`config.mk`:
```
export PLATFORM = sky130hd
export DESIGN_NAME = fin_sd_cmd_flat
export DESIGN_NICKNAME = d
export VERILOG_FILES = /design/src/rtl/sd_hc_pkg.sv /design/src/rtl/fin_sd_cmd_if.sv /design/src/rtl/fin_sd_cmd_settle.sv /design/src/rtl/fin_sd_cmd.sv /design/src/flat_wrapper.sv
export SDC_FILE = /design/constraint.sdc
export NUM_CORES = 1
export LEC_CHECK = 0
export CAP_MARGIN = 20
export CORE_MARGIN = 8
export CORE_UTILIZATION = 45
export CTS_CLUSTER_DIAMETER = 60
export DETAILED_ROUTE_END_ITERATION = 8
export GPL_TIMING_DRIVEN = 0
export HOLD_SLACK_MARGIN = 0.12
export PLACE_DENSITY = 0.81
export SYNTH_ARGS = -nofsm -noshare
export SYNTH_HDL_FRONTEND = slang
export SYNTH_HIERARCHICAL = 1
export SYNTH_SLANG_ARGS = --single-unit
```
`constraint.sdc`:
```
create_clock -name clk -period 3.9 [get_ports clk]
set_clock_uncertainty 0.05 [all_clocks]
set_input_delay 1.17 -clock clk [delete_from_list [all_inputs] [get_ports clk]]
set_output_delay 1.17 -clock clk [all_outputs]
set_load 0.05 [all_outputs]
```
`src/rtl/sd_hc_pkg.sv`:
```
// Shared SD host-controller definitions: register offsets, write attributes,
// response-type encodings and the finalize-command FSM state encoding.
package sd_hc_pkg;

    localparam logic [11:0] REG_RESP = 12'h010;
    localparam logic [11:0] REG_PSR  = 12'h024;
    localparam logic [11:0] REG_NIS  = 12'h030;
    localparam logic [11:0] REG_EIS  = 12'h032;

    localparam logic [2:0]  ATTR_NORMAL = 3'h0;
    localparam logic [2:0]  ATTR_RW1C   = 3'h1;

    localparam logic [31:0] NIS_CC = 32'h0000_0001;
    localparam logic [31:0] NIS_TC = 32'h0000_0002;

    // R1 card-status error bits [31:19]
    localparam logic [31:0] R1_ERR_MASK = 32'hFFF8_0000;

    typedef enum logic [1:0] {
        RESP_NONE = 2'b00,
        RESP_136  = 2'b01,
        RESP_48   = 2'b10,
        RESP_48B  = 2'b11
    } resp_type_e;

    typedef enum logic [14:0] {
        S_IDLE     = 15'h0001,
        S_RD_NIS   = 15'h0002,
        S_NIS_WAIT = 15'h0004,
        S_CLR_CC   = 15'h0008,
        S_CC_WWAIT = 15'h0010,
        S_RD_RSP   = 15'h0020,
        S_RSP_WAIT = 15'h0040,
        S_BUSY_Q   = 15'h0080,
        S_RD_TC    = 15'h0100,
        S_TC_WAIT  = 15'h0200,
        S_CLR_TC   = 15'h0400,
        S_TC_WWAIT = 15'h0800,
        S_RD_ERR   = 15'h1000,
        S_ERR_WAIT = 15'h2000,
        S_END      = 15'h4000
    } fin_state_e;

    function automatic logic r1_err(input logic [31:0] rsp);
        return |(rsp & R1_ERR_MASK);
    endfunction

endpackage

```
`src/rtl/fin_sd_cmd_if.sv`:
```
// Shared register port between a sequencer (master) and sd_host_controller (slave).
interface fin_sd_cmd_if;
    logic [11:0]  rd_reg_index;
    logic [127:0] rd_reg_input;
    logic         wr_reg_strb;
    logic [11:0]  wr_reg_index;
    logic [31:0]  wr_reg_output;
    logic [2:0]   reg_attr;

    modport master (
        output rd_reg_index, wr_reg_strb, wr_reg_index, wr_reg_output, reg_attr,
        input  rd_reg_input
    );
    modport slave (
        input  rd_reg_index, wr_reg_strb, wr_reg_index, wr_reg_output, reg_attr,
        output rd_reg_input
    );
endinterface

```
`src/rtl/fin_sd_cmd_settle.sv`:
```
// Settle timer: restarted by a strobe, pulses o_term MAX clocks later.
module CounterSeq #(
    parameter int          DW  = 3,
    parameter int unsigned MAX = 5
) (
    input  logic clk,
    input  logic rst_n,
    input  logic i_strb,
    output logic o_term
);
    logic [DW-1:0] r_cnt;
    logic          r_run;
    logic          w_term;

    assign w_term = r_run && (r_cnt == DW'(MAX));
    assign o_term = w_term;

    always_ff @(posedge clk or negedge rst_n) begin
        if (!rst_n) begin
            r_cnt <= '0;
            r_run <= 1'b0;
        end else if (i_strb) begin
            r_cnt <= DW'(1);
            r_run <= 1'b1;
        end else if (r_run) begin
            if (w_term) r_run <= 1'b0;
            else        r_cnt <= r_cnt + 1'b1;
        end
    end
endmodule

```
`src/rtl/fin_sd_cmd.sv`:
```
// Finalize-a-command sequencer: waits for Command Complete, latches the response,
// optionally waits for Transfer Complete, then samples Error Int Status.
module fin_sd_cmd
    import sd_hc_pkg::*;
#(
    parameter int unsigned        SETTLE_MAX = 5,
    parameter int                 POLL_W     = 16,
    parameter logic [POLL_W-1:0]  POLL_MAX   = '1
) (
    input  logic               clk,
    input  logic               reset_n,
    input  logic               fin_a_cmd_strb,
    input  logic [1:0]         resp_type_select,
    input  logic               cmd_with_busy,
    fin_sd_cmd_if.master       bus,
    output logic [127:0]       resp_out,
    output logic               resp_err,
    output logic               int_err,
    output logic               tout_err,
    output logic               fin_cmd_proc,
    output logic               fin_cmd_done_strb
);
    fin_state_e          r_state, w_nxt_state;
    logic [POLL_W-1:0]   r_poll_cnt, w_nxt_poll;
    logic [127:0]        r_resp_out, w_nxt_resp;
    logic                r_resp_err, w_nxt_resp_err;
    logic                r_int_err, w_nxt_int_err;
    logic                r_tout_err, w_nxt_tout_err;
    logic [11:0]         w_rd_idx, w_wr_idx;
    logic [31:0]         w_wr_data;
    logic [2:0]          w_attr;
    logic                w_rd_strb, w_wr_strb, w_proc, w_done, w_settle;

    CounterSeq #(.DW(3), .MAX(SETTLE_MAX)) u_settle (
        .clk    (clk),
        .rst_n  (reset_n),
        .i_strb (w_rd_strb | w_wr_strb),
        .o_term (w_settle)
    );

    always_ff @(posedge clk or negedge reset_n) begin
        if (!reset_n) begin
            r_state    <= S_IDLE;
            r_poll_cnt <= '0;
            r_resp_out <= '0;
            r_resp_err <= 1'b0;
            r_int_err  <= 1'b0;
            r_tout_err <= 1'b0;
        end else begin
            r_state    <= w_nxt_state;
            r_poll_cnt <= w_nxt_poll;
            r_resp_out <= w_nxt_resp;
            r_resp_err <= w_nxt_resp_err;
            r_int_err  <= w_nxt_int_err;
            r_tout_err <= w_nxt_tout_err;
        end
    end

    always_comb begin
        w_nxt_state    = r_state;
        w_nxt_poll     = r_poll_cnt;
        w_nxt_resp     = r_resp_out;
        w_nxt_resp_err = r_resp_err;
        w_nxt_int_err  = r_int_err;
        w_nxt_tout_err = r_tout_err;
        w_rd_idx       = '0;
        w_rd_strb      = 1'b0;
        w_wr_strb      = 1'b0;
        w_wr_idx       = '0;
        w_wr_data      = '0;
        w_attr         = ATTR_NORMAL;
        w_proc         = 1'b1;
        w_done         = 1'b0;
        case (r_state)
            S_IDLE: begin
                w_proc     = 1'b0;
                w_nxt_poll = '0;
                if (fin_a_cmd_strb) w_nxt_state = S_RD_NIS;
            end
            S_RD_NIS: begin
                w_rd_idx       = REG_NIS;
                w_rd_strb      = 1'b1;
                w_nxt_resp_err = 1'b0;
                w_nxt_int_err  = 1'b0;
                w_nxt_tout_err = 1'b0;
                w_nxt_state    = S_NIS_WAIT;
            end
            S_NIS_WAIT: begin
                w_rd_idx = REG_NIS;
                if (w_settle) begin
                    if (bus.rd_reg_input[0]) w_nxt_state = S_CLR_CC;
                    else if (r_poll_cnt >= POLL_MAX) begin
                        w_nxt_tout_err = 1'b1;
                        w_nxt_state    = S_END;
                    end else begin
                        w_nxt_poll  = r_poll_cnt + 1'b1;
                        w_nxt_state = S_RD_NIS;
                    end
                end
            end
            S_CLR_CC: begin
                w_wr_strb   = 1'b1;
                w_wr_idx    = REG_NIS;
                w_wr_data   = NIS_CC;
                w_attr      = ATTR_RW1C;
                w_nxt_state = S_CC_WWAIT;
            end
            S_CC_WWAIT: begin
                w_wr_idx   = REG_NIS;
                w_wr_data  = NIS_CC;
                w_attr     = ATTR_RW1C;
                w_nxt_poll = '0;
                if (w_settle)
                    w_nxt_state = (resp_type_select == RESP_NONE) ? S_BUSY_Q : S_RD_RSP;
            end
            S_RD_RSP: begin
                w_rd_idx    = REG_RESP;
                w_rd_strb   = 1'b1;
                w_nxt_state = S_RSP_WAIT;
            end
            S_RSP_WAIT: begin
                w_rd_idx = REG_RESP;
                if (w_settle) begin
                    w_nxt_resp     = bus.rd_reg_input;
                    w_nxt_resp_err = resp_type_select[1] & r1_err(bus.rd_reg_input[31:0]);
                    w_nxt_state    = S_BUSY_Q;
                end
            end
            S_BUSY_Q: begin
                w_nxt_poll  = '0;
                w_nxt_state = (cmd_with_busy || resp_type_select == RESP_48B) ? S_RD_TC : S_RD_ERR;
            end
            S_RD_TC: begin
                w_rd_idx    = REG_NIS;
                w_rd_strb   = 1'b1;
                w_nxt_state = S_TC_WAIT;
            end
            S_TC_WAIT: begin
                w_rd_idx = REG_NIS;
                if (w_settle) begin
                    if (bus.rd_reg_input[1]) w_nxt_state = S_CLR_TC;
                    else if (r_poll_cnt >= POLL_MAX) begin
                        w_nxt_tout_err = 1'b1;
                        w_nxt_state    = S_END;
                    end else begin
                        w_nxt_poll  = r_poll_cnt + 1'b1;
                        w_nxt_state = S_RD_TC;
                    end
                end
            end
            S_CLR_TC: begin
                w_wr_strb   = 1'b1;
                w_wr_idx    = REG_NIS;
                w_wr_data   = NIS_TC;
                w_attr      = ATTR_RW1C;
                w_nxt_state = S_TC_WWAIT;
            end
            S_TC_WWAIT: begin
                w_wr_idx  = REG_NIS;
                w_wr_data = NIS_TC;
                w_attr    = ATTR_RW1C;
                if (w_settle) w_nxt_state = S_RD_ERR;
            end
            S_RD_ERR: begin
                w_rd_idx    = REG_EIS;
                w_rd_strb   = 1'b1;
                w_nxt_state = S_ERR_WAIT;
            end
            S_ERR_WAIT: begin
                w_rd_idx = REG_EIS;
                if (w_settle) begin
                    w_nxt_int_err = |bus.rd_reg_input[15:0];
                    w_nxt_state   = S_END;
                end
            end
            S_END: begin
                w_done      = 1'b1;
                w_nxt_state = S_IDLE;
            end
            default: begin
                // Corrupted one-hot: fall back to the reset picture
                w_proc         = 1'b0;
                w_nxt_state    = S_IDLE;
                w_nxt_poll     = '0;
                w_nxt_resp     = '0;
                w_nxt_resp_err = 1'b0;
                w_nxt_int_err  = 1'b0;
                w_nxt_tout_err = 1'b0;
            end
        endcase
    end

    assign bus.rd_reg_index  = w_rd_idx;
    assign bus.wr_reg_strb   = w_wr_strb;
    assign bus.wr_reg_index  = w_wr_idx;
    assign bus.wr_reg_output = w_wr_data;
    assign bus.reg_attr      = w_attr;
    assign resp_out          = r_resp_out;
    assign resp_err          = r_resp_err;
    assign int_err           = r_int_err;
    assign tout_err          = r_tout_err;
    assign fin_cmd_proc      = w_proc;
    assign fin_cmd_done_strb = w_done;
endmodule

```
`src/flat_wrapper.sv`:
```
// flat-port wrapper written by rule: the top's interface ports become plain ports
module fin_sd_cmd_flat import sd_hc_pkg::*;
#(
    parameter int unsigned        SETTLE_MAX = 5,
    parameter int                 POLL_W     = 16,
    parameter logic [POLL_W-1:0]  POLL_MAX   = '1
)
  (clk, reset_n, fin_a_cmd_strb, resp_type_select, cmd_with_busy, resp_out, resp_err, int_err, tout_err, fin_cmd_proc, fin_cmd_done_strb, bus_rd_reg_index, bus_wr_reg_strb, bus_wr_reg_index, bus_wr_reg_output, bus_reg_attr, bus_rd_reg_input);
  fin_sd_cmd_if bus_i ();
  input  logic clk;
  input  logic reset_n;
  input  logic fin_a_cmd_strb;
  input  logic [1:0] resp_type_select;
  input  logic cmd_with_busy;
  output logic [127:0] resp_out;
  output logic resp_err;
  output logic int_err;
  output logic tout_err;
  output logic fin_cmd_proc;
  output logic fin_cmd_done_strb;
  output wire logic [$bits(bus_i.rd_reg_index)-1:0] bus_rd_reg_index;
  output wire logic [$bits(bus_i.wr_reg_strb)-1:0] bus_wr_reg_strb;
  output wire logic [$bits(bus_i.wr_reg_index)-1:0] bus_wr_reg_index;
  output wire logic [$bits(bus_i.wr_reg_output)-1:0] bus_wr_reg_output;
  output wire logic [$bits(bus_i.reg_attr)-1:0] bus_reg_attr;
  input wire logic [$bits(bus_i.rd_reg_input)-1:0] bus_rd_reg_input;
  assign bus_rd_reg_index = bus_i.rd_reg_index;
  assign bus_wr_reg_strb = bus_i.wr_reg_strb;
  assign bus_wr_reg_index = bus_i.wr_reg_index;
  assign bus_wr_reg_output = bus_i.wr_reg_output;
  assign bus_reg_attr = bus_i.reg_attr;
  assign bus_i.rd_reg_input = bus_rd_reg_input;
  fin_sd_cmd #(.SETTLE_MAX(SETTLE_MAX), .POLL_W(POLL_W), .POLL_MAX(POLL_MAX)) u_core (.clk(clk), .reset_n(reset_n), .fin_a_cmd_strb(fin_a_cmd_strb), .resp_type_select(resp_type_select), .cmd_with_busy(cmd_with_busy), .bus(bus_i), .resp_out(resp_out), .resp_err(resp_err), .int_err(int_err), .tout_err(tout_err), .fin_cmd_proc(fin_cmd_proc), .fin_cmd_done_strb(fin_cmd_done_strb));
endmodule
```
---- Yosys cells after proc, flatten, opt, wreduce, memory -nomap -nowiden ----
Index checks and enable logic that the tools add are counted.
operators by class
  add/subtract/negate cells ............... 2
  order comparisons ....................... 1
  equal/unequal tests ..................... 27
  multiplexer cells ....................... 46
  bitwise gates (word level) .............. 7
  reduce and logical (&&, ||, !) cells .... 27
operator list
  cell                                                                     count
  128-bit case mux with 2 select lines                                     1
  15-bit case mux with 14 select lines                                     1
  15-bit 2-to-1 mux                                                        11
  128-bit 2-to-1 mux                                                       1
  16-bit 2-to-1 mux                                                        5
  16-bit case mux with 3 select lines                                      1
  13-bit OR reduction                                                      3
  14-bit OR reduction                                                      2
  2-bit != test, second input constant                                     10
  6-bit case mux with 3 select lines                                       1
  16-bit by 1-bit adder with 16-bit output, second input constant          1
  16-bit greater-or-equal comparator, second input constant                1
  16-bit OR reduction                                                      1
  15-bit by 1-bit equality test with 1-bit output, second input constant   1
  15-bit by 10-bit equality test with 1-bit output, second input constant  1
  15-bit by 11-bit equality test with 1-bit output, second input constant  1
  15-bit by 12-bit equality test with 1-bit output, second input constant  1
  15-bit by 13-bit equality test with 1-bit output, second input constant  1
  15-bit by 14-bit equality test with 1-bit output, second input constant  1
  15-bit equality test, second input constant                              1
  15-bit by 2-bit equality test with 1-bit output, second input constant   1
  15-bit by 3-bit equality test with 1-bit output, second input constant   1
  15-bit by 4-bit equality test with 1-bit output, second input constant   1
  15-bit by 5-bit equality test with 1-bit output, second input constant   1
  other kinds (29)                                                         60
word-level totals
  register bits ........................... 166
  logic and storage cells ................. 118

---- Logic depth before layout (Yosys ltp) ----
Gate-level depths: netlist of run 1.
  word-level depth ........................ 6
  depth in mapped cells ................... 10

---- Hierarchy ----
The synthesis of run 1 kept the hierarchy.
by module, submodules not included
  module      instances  cells an instance  area each (µm²)
  fin_sd_cmd  1          899                8585.7
  CounterSeq  1          19                 231.5

---- Worst setup path after synthesis of run 1 ----
No wires, ideal clock.
  path type ............................... reg2out
  start ................................... register u_core.r_state[2]
  end ..................................... output port bus_rd_reg_index[4]
  data arrival time ....................... 3.601 ns
  required time ........................... 2.680 ns
  slack ................................... -0.921 ns
  stages on the path, launching flop included .. 9
  cell sequence ........................... dfrtp_1 buf_2 or4_1 buf_2 or4_1 a21oi_1 or2_2 or3_1 a21o_1
on the way
  cells in the longest elaborated chain, start to end .. 3
ends and longest elaborated chain
  what                                                                           RTL line            source
  from (decl)                                                                    fin_sd_cmd.sv:23    fin_state_e r_state, w_nxt_state;
  from (signal assigned)                                                         fin_sd_cmd.sv:50    r_state <= w_nxt_state;
  15-bit by 2-bit equality test with 1-bit output, or another cell as far along  fin_sd_cmd.sv:74    case (r_state)
  4-bit OR reduction (no line) / 2-bit OR reduction (equally long branches)      n/a
  6-bit case mux with 3 select lines (*)                                         fin_sd_cmd.sv:74
  to (decl)                                                                      flat_wrapper.sv:21  output wire logic [$bits(bus_i.rd_reg_index)-1:0] bus_rd_reg_index;
Every way passes the cells marked *; elsewhere a longest branch is shown, timed or not.

---- Worst setup path in the final report of run 1 ----
  start ................................... register u_core.r_state[6]
  end ..................................... output port fin_cmd_proc
on the way
  cells in the longest elaborated chain, start to end .. 3
ends and longest elaborated chain
  what                                                RTL line            source
  15-bit equality test, or another cell as far along  fin_sd_cmd.sv:74
  14-bit OR reduction (no line) (*)                   n/a
  1-bit 2-to-1 mux (*)                                fin_sd_cmd.sv:74
  to (decl)                                           flat_wrapper.sv:19  output logic fin_cmd_proc;
Marks and branches as above.

==> results.txt, run 1 <==
- Result of the run: finished, violations left
- Violated checks: negative setup slack
- TritonCTS built the clock tree.
- In the finished design, the share of the clock period the worst path needs comes to 1.02.
- Along the worst path, the maximum fanout reaches 8.
* Number of failing setup endpoints in the final timing report: 2
- DRT antenna net count: 0
* Worst-Margin Slew: 0.852 ns
- Diode insertion count for antenna repair: 0
- Synthesized area: 8820 sq um
- Post-synthesis async set-or-reset flop share: 1.00
- Clock buffer depth: 2
- Data on the critical path arrives at its endpoint at 2.76 ns.
* Data required time at the worst endpoint: 2.68 ns
- Max-cap violations in this run came to 0.
- Buffers placed on the I/O ports in this run total 275.
- Setup repair after global routing could not meet its margin everywhere.
- Based on the critical path, the design can be clocked at up to 251 MHz.
- The net count of the finished layout is 1414.
- The largest individual stage delay along the critical path comes from the cell or4_4.
- Worst ir drop on vdd: 0.000358 V
- The number of global-route vias before repair came to 7695.
- The number of hold violations in the final report is 0.
- The first global-routing pass estimated 42.3 mm of wire.
- During I/O placement, the number of pins put on the boundary was 327.
- The clock drives 166 sinks.
- Of the cells placed in the final design, the portion with a size suffix greater than 1 is 0.136.
- Summed over all cells, the static leakage comes to 5.96 nW.
* Final period demand of the worst path: 3.98 ns
- Relative to the synthesized area, the layout overhead comes to 47.4%.
- For this run, design rule violations remaining after detail routing come to 0.
- Die Span Y: 156 microns
- The worst setup path is launched from a register.
- Cell types occupying the most area after synthesis: dfrtp_1, mux2i_1, nand2_1
- In this run the tightest slew margin relative to its limit is 0.432.
- During synthesis, Yosys emitted a total of 6 warnings.
- Across all setup checks in the final design, the least slack found is -0.0766 ns.
- H-tree depth: 4
- Detailed placer's ending HPWL: 21.2 mm
- Yosys mapped the design onto 61 distinct sky130hd cell types.
- Total number of placement rows: 51
- Largest net degree at the start of global routing: 89
- In this design, the critical path's most frequently occurring cell is or4_4.
- Cells on worst reg2reg path: 8
* Share of synthesized area spent on multiplexers: 0.152
- Iteration-0 DRC Markers: 336
* Final Routed Wirelength: 27.9 mm
* Path type of the worst setup path: reg -> out
* First-pass iteration count of the detailed router: 7
* Overall track demand over capacity in global routing: 0.224
- Number of buffers added to fix hold violations after cts: 0
* EDFF count, synth: 0
- Commonest cells post-synth: dfrtp_1, nand2_1, inv_1, mux2i_1, buf_4
- Clock-pin slew was measured on the worst setup and hold paths at 0.07 ns.
- Grouping stages by cell kind, the critical path spends the most delay in simple AND/OR/NAND/NOR gates.
* Simple-gate share of the synthesized area: 0.179
* Cell Chain, Critical Path: buf_6 -> or4_4 -> or4_4 -> a21oi_4 -> or2_4 -> nor3_2 -> nand3_2 -> buf_8
- The worst setup path is captured at a primary output.
- Summed over all layers, the global routing overflow is 0.
- Of the total synthesized cell area, the portion taken by XOR and XNOR cells is 0.00596.
- The clock reaches the later pin of the worst-skew pair after 0.42 ns.
- Counting flops and latches in the post-synthesis netlist gives 166.
- The die covers 24300 sq um.
* DIE WIDTH: 156 microns
- The final route contains 7727 vias.
- In this run the number of cells on the critical path is 8.
- The initial utilization of the core area, before any placement, comes to 0.456.
- HP Start: u_core/int_err
- In the final routed layout, each cell accounts on average for 18.0 microns.
- Area share of fa/ha/maj cells after synthesis: 0.00426
- Highest cell delay on the worst timing path: 0.62 ns
* Power density over the cells: 455 nW/um^2
- Routability-driven placement finished with a final weighted congestion of 0.944.
* Worst hold path class: reg -> reg
- Synth Area per Inst: 9.60 sq um
- Most frequently used flop master after synthesis: dfrtp_1
- After floorplanning, the core was sized to cover 19300 sq um.
- Share of the synthesized area in the top cell type: 0.468
- Number of buffer and inverter instances along the worst setup path: 2
* Number of instances in the synthesized netlist: 918
* Cell type with the largest total area after synthesis: dfrtp_1
- Counting instances, the worst hold path has a depth of 2.
- In this run, CTS created clock tree buffers numbering 17.
- Vias per std cell: 4.97
- For this run, the register share of the synthesized area comes to 0.471.
* Leading cell type by number of instances after synthesis: dfrtp_1
- The tree is rooted in a clkbuf_16.
- The startpoint identified for the worst register-to-register timing path is u_core/r_state[8].
- TNS Setup: -0.151 ns
* Main combinational cell family by area after synthesis: simple AND/OR/NAND/NOR gates
- The complex-gate fraction of the synthesized area was 0.0500.
- Crit path launch: u_core/r_state[6]
- Before CTS, the worst setup slack after placement is -0.971 ns.
* Count of final max-slew check failures: 0
- The initial antenna violation count was 0.
-- placed cells by master, fill, tap and decap left out, types with 3 or more instances in the layout --
cell type	instances
clkdlybuf4s50_1	263
dfrtp_1	163
nand2_1	156
inv_1	134
mux2i_1	132
buf_4	73
conb_1	51
nor2_1	33
nor3_1	23
clkbuf_1	18
clkbuf_16	17
buf_6	17
and3_1	16
nand3_1	14
a221o_1	12
nor4_1	11
nand4_1	10
buf_2	8
a21oi_1	6
nor4b_1	5
o21ai_0	5
or3_1	5
or4_4	5
inv_6	4
buf_8	4
a21o_1	4
nand3b_1	4
nor2b_1	4
nor3_2	4
xnor2_1	4
bufinv_16	3
and4_1	3
nand2b_1	3
a22o_1	3
nor4_4	3
ha_1	3
-- repair_timing --
| item | CTS | global route |
|---|---|---|
| pin swaps | 6 | 7 |
| setup buffers | 9 | 8 |
| endpoints found under the setup margin | 11 | 7 |
| gates resized for setup | 66 | 16 |
| hold endpoints to repair | 0 | 0 |
-- area by class of cell --
cell class / count / area, sq um
plain buffers: 95 / 699
clock buffers: 17 / 425
clock inverters: 14 / 194
fillers: 1535 / 6340
inverters: 134 / 503
multi-input cells: 569 / 3770
flip-flops and latches: 166 / 4160
well taps: 265 / 332
repair buffers: 294 / 2910
-- final timing paths --
kind	to	slack [ns]
max	fin_cmd_proc	-0.08
min	u_core/int_err	0.46
max reg2reg	u_core/resp_out[117]	0.40
min reg2reg	u_core/int_err	0.46
max in group asynchronous	u_core/r_state[0]	2.26
min in group asynchronous	u_core/resp_out[89]	0.66
-- tightest hold or removal path: stages, from the launching register on --
cell and delay (ns):
dfrtp_1 0.36, o41ai_1 0.07, nand2_1 0.05
-- routing by layer --
layer  track usage  share of wire
met1         0.259           0.39
met2         0.382           0.49
met3        0.0568          0.077
met5             0              0
met4         0.106          0.039
-- per-stage QoR --
step           utilization  std cells  power [mW]  hold slack (ns)  cell area [sq um]
2_1_floorplan            -        968        3.50            0.424               9020
3_3_place_gp         0.626       1508        4.02            0.437              12100
3_5_place_dp         0.628       1510        4.04            0.450              12100
4_1_cts              0.668       1546        5.92            0.465              12900
5_1_grt              0.672       1554        6.14            0.477              13000
6_report             0.672       1554        5.91            0.457              13000
-- logic make-up after synthesis --
logic type / count (synthesis)
muxes: 133
AOI/OAI and AO/OA: 55
adders and majority gates: 3
xor gates and xnor gates: 6
buffers and inverters: 233
and+or+nand+nor: 321
DFF: 166
other: 1
-- sequential cells by signal, summed over array words and instances (netlist names) --
name / cells
u_core/tout_err: 1
u_core/r_state: 15
u_core/int_err: 1
u_core/resp_out: 128
u_core/u_settle/r_cnt: 3
u_core/u_settle/r_run: 1
u_core/r_poll_cnt: 16
u_core/resp_err: 1
-- power by group --
part           leakage (nW)  total (mW)  internal (mW)  switching [mW]
combinational          3.35        2.33           1.08            1.26
sequential             2.30        1.81           1.76          0.0454
clock                 0.301        1.77           1.03           0.743
No activity file was read; power rests on OpenSTA's default activity.
==> inputs of run 2 (changes only) <==
==> constraint.sdc (replaced) <==
create_clock -name clk -period 3.8 [get_ports clk]
set_clock_uncertainty 0.05 [all_clocks]
set_input_delay 0.76 -clock clk [delete_from_list [all_inputs] [get_ports clk]]
set_output_delay 0.76 -clock clk [all_outputs]
set_load 0.05 [all_outputs]
==> run 2 against run 1 <==
  * The flow now finishes without violations
  * Count of clock-buffer cells in the layout up 1
  * Core utilization decreased by 0.95 points
  * Cell count is 0.64% lower
  * Total power decreased by 1.7%
  * Hold slack worse by 0.19 ns
  * Largest cell class unchanged
  * Largest power group unchanged
==> results.txt, run 2 (synthesized netlist as in run 1, its figures left out) <==
- Result of the run: finished clean (was finished, violations left)
- Post-place instance area: 12100 sq um (about the same)
* Achievable frequency: 267 MHz
- The area added between synthesis and finish was 45.3% (was 47.4%).
- First-pass iteration count of the detailed router: 5 (was 7)
* Most frequent cell on the critical path: buf_6 (was or4_4)
- The worst endpoint required time came to 2.99 ns (was 2.68 ns).
* Max_slew headroom: 0.398 (was 0.432)
* R2r startpoint: u_core/r_state[11] (was u_core/r_state[8])
- Worst hold path class: in -> async (was reg -> reg)
- Share of cells above drive strength 1: 0.120 (was 0.136)
- Inst Count DP: 1510 (unchanged)
- The final net count was 1403 (was 1414).
- Most frequent standard cell in the layout excluding fill and tap cells: clkdlybuf4s50_1 (unchanged)
- The chip height came to 156 microns (unchanged).
- The sum of overflow across all layers after global routing was 0 (unchanged).
- Initial antenna violation count: 0 (unchanged)
- Part of the cycle the worst path needs: 0.986
- Wire length per cell after detailed routing: 17.8 microns (was 18.0 microns)
- Detailed placer's ending HPWL: 21.3 mm (was 21.2 mm)
- Power density over the cells: 454 nW/um^2 (was 455 nW/um^2)
- Count of port buffers added during placement: 275 (unchanged)
* Static leakage: 5.87 nW (was 5.96 nW)
* Total CTS buffers: 17 (unchanged)
- The number of buffers inserted by hold repair at cts is 0 (unchanged).
- The type of destination of the critical path is a primary output (unchanged).
- Final period demand of the worst path: 3.75 ns
* DRT antenna net count: 0 (unchanged)
* Worst Setup Start Kind: register (unchanged)
- Clock edge transition at the registers on the reported setup and hold paths: 0.07 ns (about the same)
- Master cell of the clock root buffer: clkbuf_16 (unchanged)
* Highest-count cells in the layout ignoring fill and taps: clkdlybuf4s50_1, dfrtp_1, nand2_1, inv_1, mux2i_1 (unchanged)
* Total number of placement rows: 51 (unchanged)
- The final non-filler cell total came to 1544 (was 1554).
- The post-detailed-route DRC marker count was 0 (unchanged).
- The count of max-cap constraint violations was 0 (unchanged).
* Critical path data arrival time: 2.94 ns (was 2.76 ns)
- Cell Chain, Critical Path: buf_6 -> or4_4 -> buf_6 -> or4_4 -> a21oi_4 -> or2_4 -> nor3_1 -> nand3_1 -> buf_6 (was buf_6 -> or4_4 -> or4_4 -> a21oi_4 -> or2_4 -> nor3_2 -> nand3_2 -> buf_8).
- The maximum clock path buffer count came to 2 (unchanged).
- Highest cell delay on the worst timing path: 0.53 ns (was 0.62 ns)
* Initial Util: 0.456 (unchanged)
- DIE WIDTH: 156 microns (unchanged)
- Unrepaired setup endpoints after global routing: yes (unchanged).
- Overall power after layout: 5.81 mW (was 5.91 mW)
* Overall track demand over capacity in global routing: 0.220 (was 0.224)
- H-tree depth: 4 (unchanged)
* Iteration-0 DRC Markers: 488 (was 336)
- Filler cells: 1551 (was 1535)
- Routability Congestion: 0.941 (was 0.944)
- Final Routed Wirelength: 27.5 mm (was 27.9 mm)
* Worst path slowest cell: or4_4 (unchanged)
- The worst voltage drop across the vdd grid was 0.000397 V (was 0.000358 V).
- The number of ports placed on the die boundary came to 327 (unchanged).
- The length in cells of the worst reg-to-reg path came to 8 (unchanged).
- The flip-flop count of the largest register, all copies and words added came to 128 (unchanged).
- The total count of max-transition violations in the final report was 0 (unchanged).
* Placeable Area: 19300 sq um (unchanged)
- R2r setup slk: 0.30 ns (was 0.40 ns)
* End of the worst register-to-register path: u_core/resp_out[115] (was u_core/resp_out[117])
- The clock net sink count was 166 (unchanged).
* Number of failing setup endpoints in the final timing report: 0 (was 2)
- The number of global-route vias before repair is 7454 (was 7695).
- Worst-Margin Slew: 0.895 ns (was 0.852 ns)
- Via count: 7603 (was 7727)
- The setup TNS was 0 ns (was -0.151 ns).
* First-pass GRT wire length: 41.8 mm (was 42.3 mm)
* Worst Hold Margin: 0.267 ns (was 0.457 ns)
* Diode insertion count for antenna repair: 0 (unchanged)
- The via-per-instance ratio was 4.92 (was 4.97).
- Largest net degree at the start of global routing: 85 (was 89)
* TritonCTS clock tree: built (unchanged)
* Largest driver fanout on the critical path: 8 (unchanged)
* Final non-filler cell area: 12800 sq um (was 13000 sq um)
- Total die area: 24300 sq um (unchanged)
* Clock insertion delay at the later pin of the skew report: 0.42 ns (about the same)
* Path type of the worst setup path: reg -> out (unchanged)
- Final Hold Fails: 0 (unchanged)
==> run 2: worst max path at each step <==
stage	from	endpoint	cells after the start
2_1_floorplan	u_core/r_state[2]	bus_wr_reg_index[4]	7
3_3_place_gp	reset_n	u_core/resp_out[13]	1
3_5_place_dp	u_core/r_state[11]	fin_cmd_proc	8
4_1_cts	u_core/r_state[7]	fin_cmd_proc	9
5_1_grt	u_core/r_state[6]	fin_cmd_proc	9
6_report	u_core/r_state[7]	fin_cmd_proc	9
==> run 2: layer usage <==
metal | part of all wire | wire length (microns) | up-vias | GRT usage
met4 | 0.031 | 838 | 0 | 0.0873
met2 | 0.49 | 13400 | 299 | 0.373
met3 | 0.073 | 2000 | 52 | 0.0540
li1 | - | - | 3646 | -
met1 | 0.41 | 11200 | 3606 | 0.264
met5 | 0 | 0 | - | 0
==> run 2: area by class of cell <==
| type | instances | area [sq um] | share of cell area |
|---|---|---|---|
| Buffer | 98 | 712 | 0.0556 |
| Clock buffer | 18 | 429 | 0.0335 |
| Clock inverter | 14 | 134 | 0.0104 |
| Inverter | 134 | 503 | 0.0393 |
| Multi-Input combinational cell | 569 | 3740 | 0.292 |
| Sequential cell | 166 | 4160 | 0.324 |
| Tap cell | 265 | 332 | 0.0259 |
| Timing Repair Buffer | 280 | 2810 | 0.219 |
==> run 2: critical path: cells and delay by family, from the launching register on <==
family | cells | cell delay [ns]
buffers and inverters | 3 | 0.48
AO/OA/AOI/OAI | 1 | 0.21
flip-flops | 1 | 0.39
AND/OR/NAND/NOR | 5 | 1.42
==> run 2: repair_timing <==
action / in CTS / in global routing
pin swaps: 0 / 2
gates resized for setup: 40 / 13
endpoints found under the setup margin: 43 / 8
setup buffers: 0 / 3
==> run 2: power breakdown <==
part	switching (mW)	internal (mW)	leakage [nW]
registers	0.0438	1.81	2.31
logic	1.25	1.05	3.29
clock network	0.789	0.870	0.273
==> run 2: per-stage QoR <==
step           utilization  worst slack, ns
6_report             0.663           0.0537
2_1_floorplan            -            0.169
4_1_cts              0.660         -0.00243
3_5_place_dp         0.628           -0.794
5_1_grt              0.663           0.0122
3_3_place_gp         0.626            -5.15
==> inputs of run 3 (changes only) <==
- CTS_CLUSTER_DIAMETER: 60 -> not set
==> results of run 3 <==
Final layout, timing and power as in run 2 (identical DEF).
==> edit, RTL diff (flow settings as in run 1) <==
`DW` is set to 3 in 2 places; all go to 6.
--- a/src/rtl/fin_sd_cmd_settle.sv
+++ b/src/rtl/fin_sd_cmd_settle.sv
@@ -1,6 +1,6 @@
 // Settle timer: restarted by a strobe, pulses o_term MAX clocks later.
 module CounterSeq #(
-    parameter int          DW  = 3,
+    parameter int          DW  = 6,
     parameter int unsigned MAX = 5
 ) (
     input  logic clk,
--- a/src/rtl/fin_sd_cmd.sv
+++ b/src/rtl/fin_sd_cmd.sv
@@ -31,7 +31,7 @@
     logic [2:0]          w_attr;
     logic                w_rd_strb, w_wr_strb, w_proc, w_done, w_settle;
 
-    CounterSeq #(.DW(3), .MAX(SETTLE_MAX)) u_settle (
+    CounterSeq #(.DW(6), .MAX(SETTLE_MAX)) u_settle (
         .clk    (clk),
         .rst_n  (reset_n),
         .i_strb (w_rd_strb | w_wr_strb),
Behaviour: no difference found for any inputs over 10 cycles, from zero or initial values and one cycle with reset_n low; that may be too few to reach the edited logic, so the function may still have changed.
==> edit against run 1 <==
The run still ends with setup timing left. Power up 0.76%. Sequential cell count is 3 higher. Clock power is 6% lower. Wire length rose by 6.9%. Worst setup slack worse by 12 ps. Area after synthesis up 2.4%. Count of clock-buffer cells in the layout grew 2. Design area up 1.5%. Highest routed layer unchanged.
==> edit: results <==
[clocking]
cts_buffers = 17
post-cts-setup-buffers = 10
clk_latency_ps = 420

[routing]
viasPerCell = 5.01
wl_met2_um = 14900
routedWlPerCell_um = 18.9
drtIter0Drc = 491
dr.pass1.iters = 5
wl_met1_um = 12000
drt-total-wl_um = 29800
routed-wl-met3_um = 2070

[place]
post-place-ws_ps = -1290
dpl_cell_area_um2 = 12400
dp_hpwl_um = 22700
gp_congestion = 0.966
placed_cells = 1538

[sta]
layout_setup_ws_ps = -88.6
setup_violations = 2
tns_ps = -118
relSlewSlack_pct = 50.7

[outcome]
violations = "setup timing"
status = "finished, violations left"

[finish]
sh_seq_area_pct = 32.1
nFillCells = 1572
nonClkBufAreaFrac_pct = 27.7
drive_gt1_share_pct = 13.4
seq_cell_count = 169
num-multi-input-gates = 585
multi_input_area_share_pct = 29.5
largest_register_ffs = 128
clk_share_pct = 4.36
diodes = 0
layout.nets = 1433
regArea_um2 = 4230
clockBufferCount = 19
largestClassByArea = "sequential cells"

[logic_synthesis]
synth_area_leaders = "dfrtp_1 (47%), mux2i_1 (15%), nand2_1 (6.6%)"
synthMuxAreaShare_pct = 14.5
synth_cell_types = 64
synth-xor-area-share_pct = 0.679
synthesis.instances = 940
synth_compound_area_share_pct = 5.25
synth-seq-area-share_pct = 46.9
synth_fa_ha_area_share_pct = 0.416
ys_warn_count = 6
ys_top_cells_by_count = "dfrtp_1 (168), nand2_1 (159), inv_1 (134)"

[power_and_ir_drop]
vdd_drop_max_uv = 335
cellLeakagePower_nw = 6.01

[global_routing]
grt.total_usage_pct = 23.3
antenna_found_initial = 0
grt_pass1_wl_um = 44300
grt_pass1_vias = 7807
grt_max_degree = 117

[die]
core_area_um2 = 20000

[worst_setup_path]
crit_arrival_ps = 2770
slowest_delay_ps = 590
crit_fanout = 8

[worst_hold_path]
min_path_type = "register to register"
[edit: final timing paths]
check / from / slack, ps / to / cells past startpoint
worst max-delay path: u_core/r_state[7] / -90 / fin_cmd_proc / 8
worst min-delay path: u_core/r_poll_cnt[15] / 460 / u_core/r_poll_cnt[15] / 1
worst max register to register: u_core/r_state[11] / 380 / u_core/resp_out[122] / 8
worst min register to register: u_core/r_poll_cnt[15] / 460 / u_core/r_poll_cnt[15] / 1
max in group asynchronous: reset_n / 2240 / u_core/r_state[3] / 2
min in group asynchronous: reset_n / 600 / u_core/resp_out[44] / 1
[edit: layer usage]
layer | vias to the layer above | global-route usage [%]
li1 | 3740 | -
met1 | 3810 | 28.5
met2 | 307 | 39.8
met3 | 49 | 4.53
met4 | 0 | 8.66
met5 | - | 0
[edit: report_power, final]
part           leakage, nW  switching, W  internal, W
Sequential            2.35     0.0000609      0.00180
Combinational         3.38       0.00132      0.00111
Clock                0.282      0.000750     0.000916
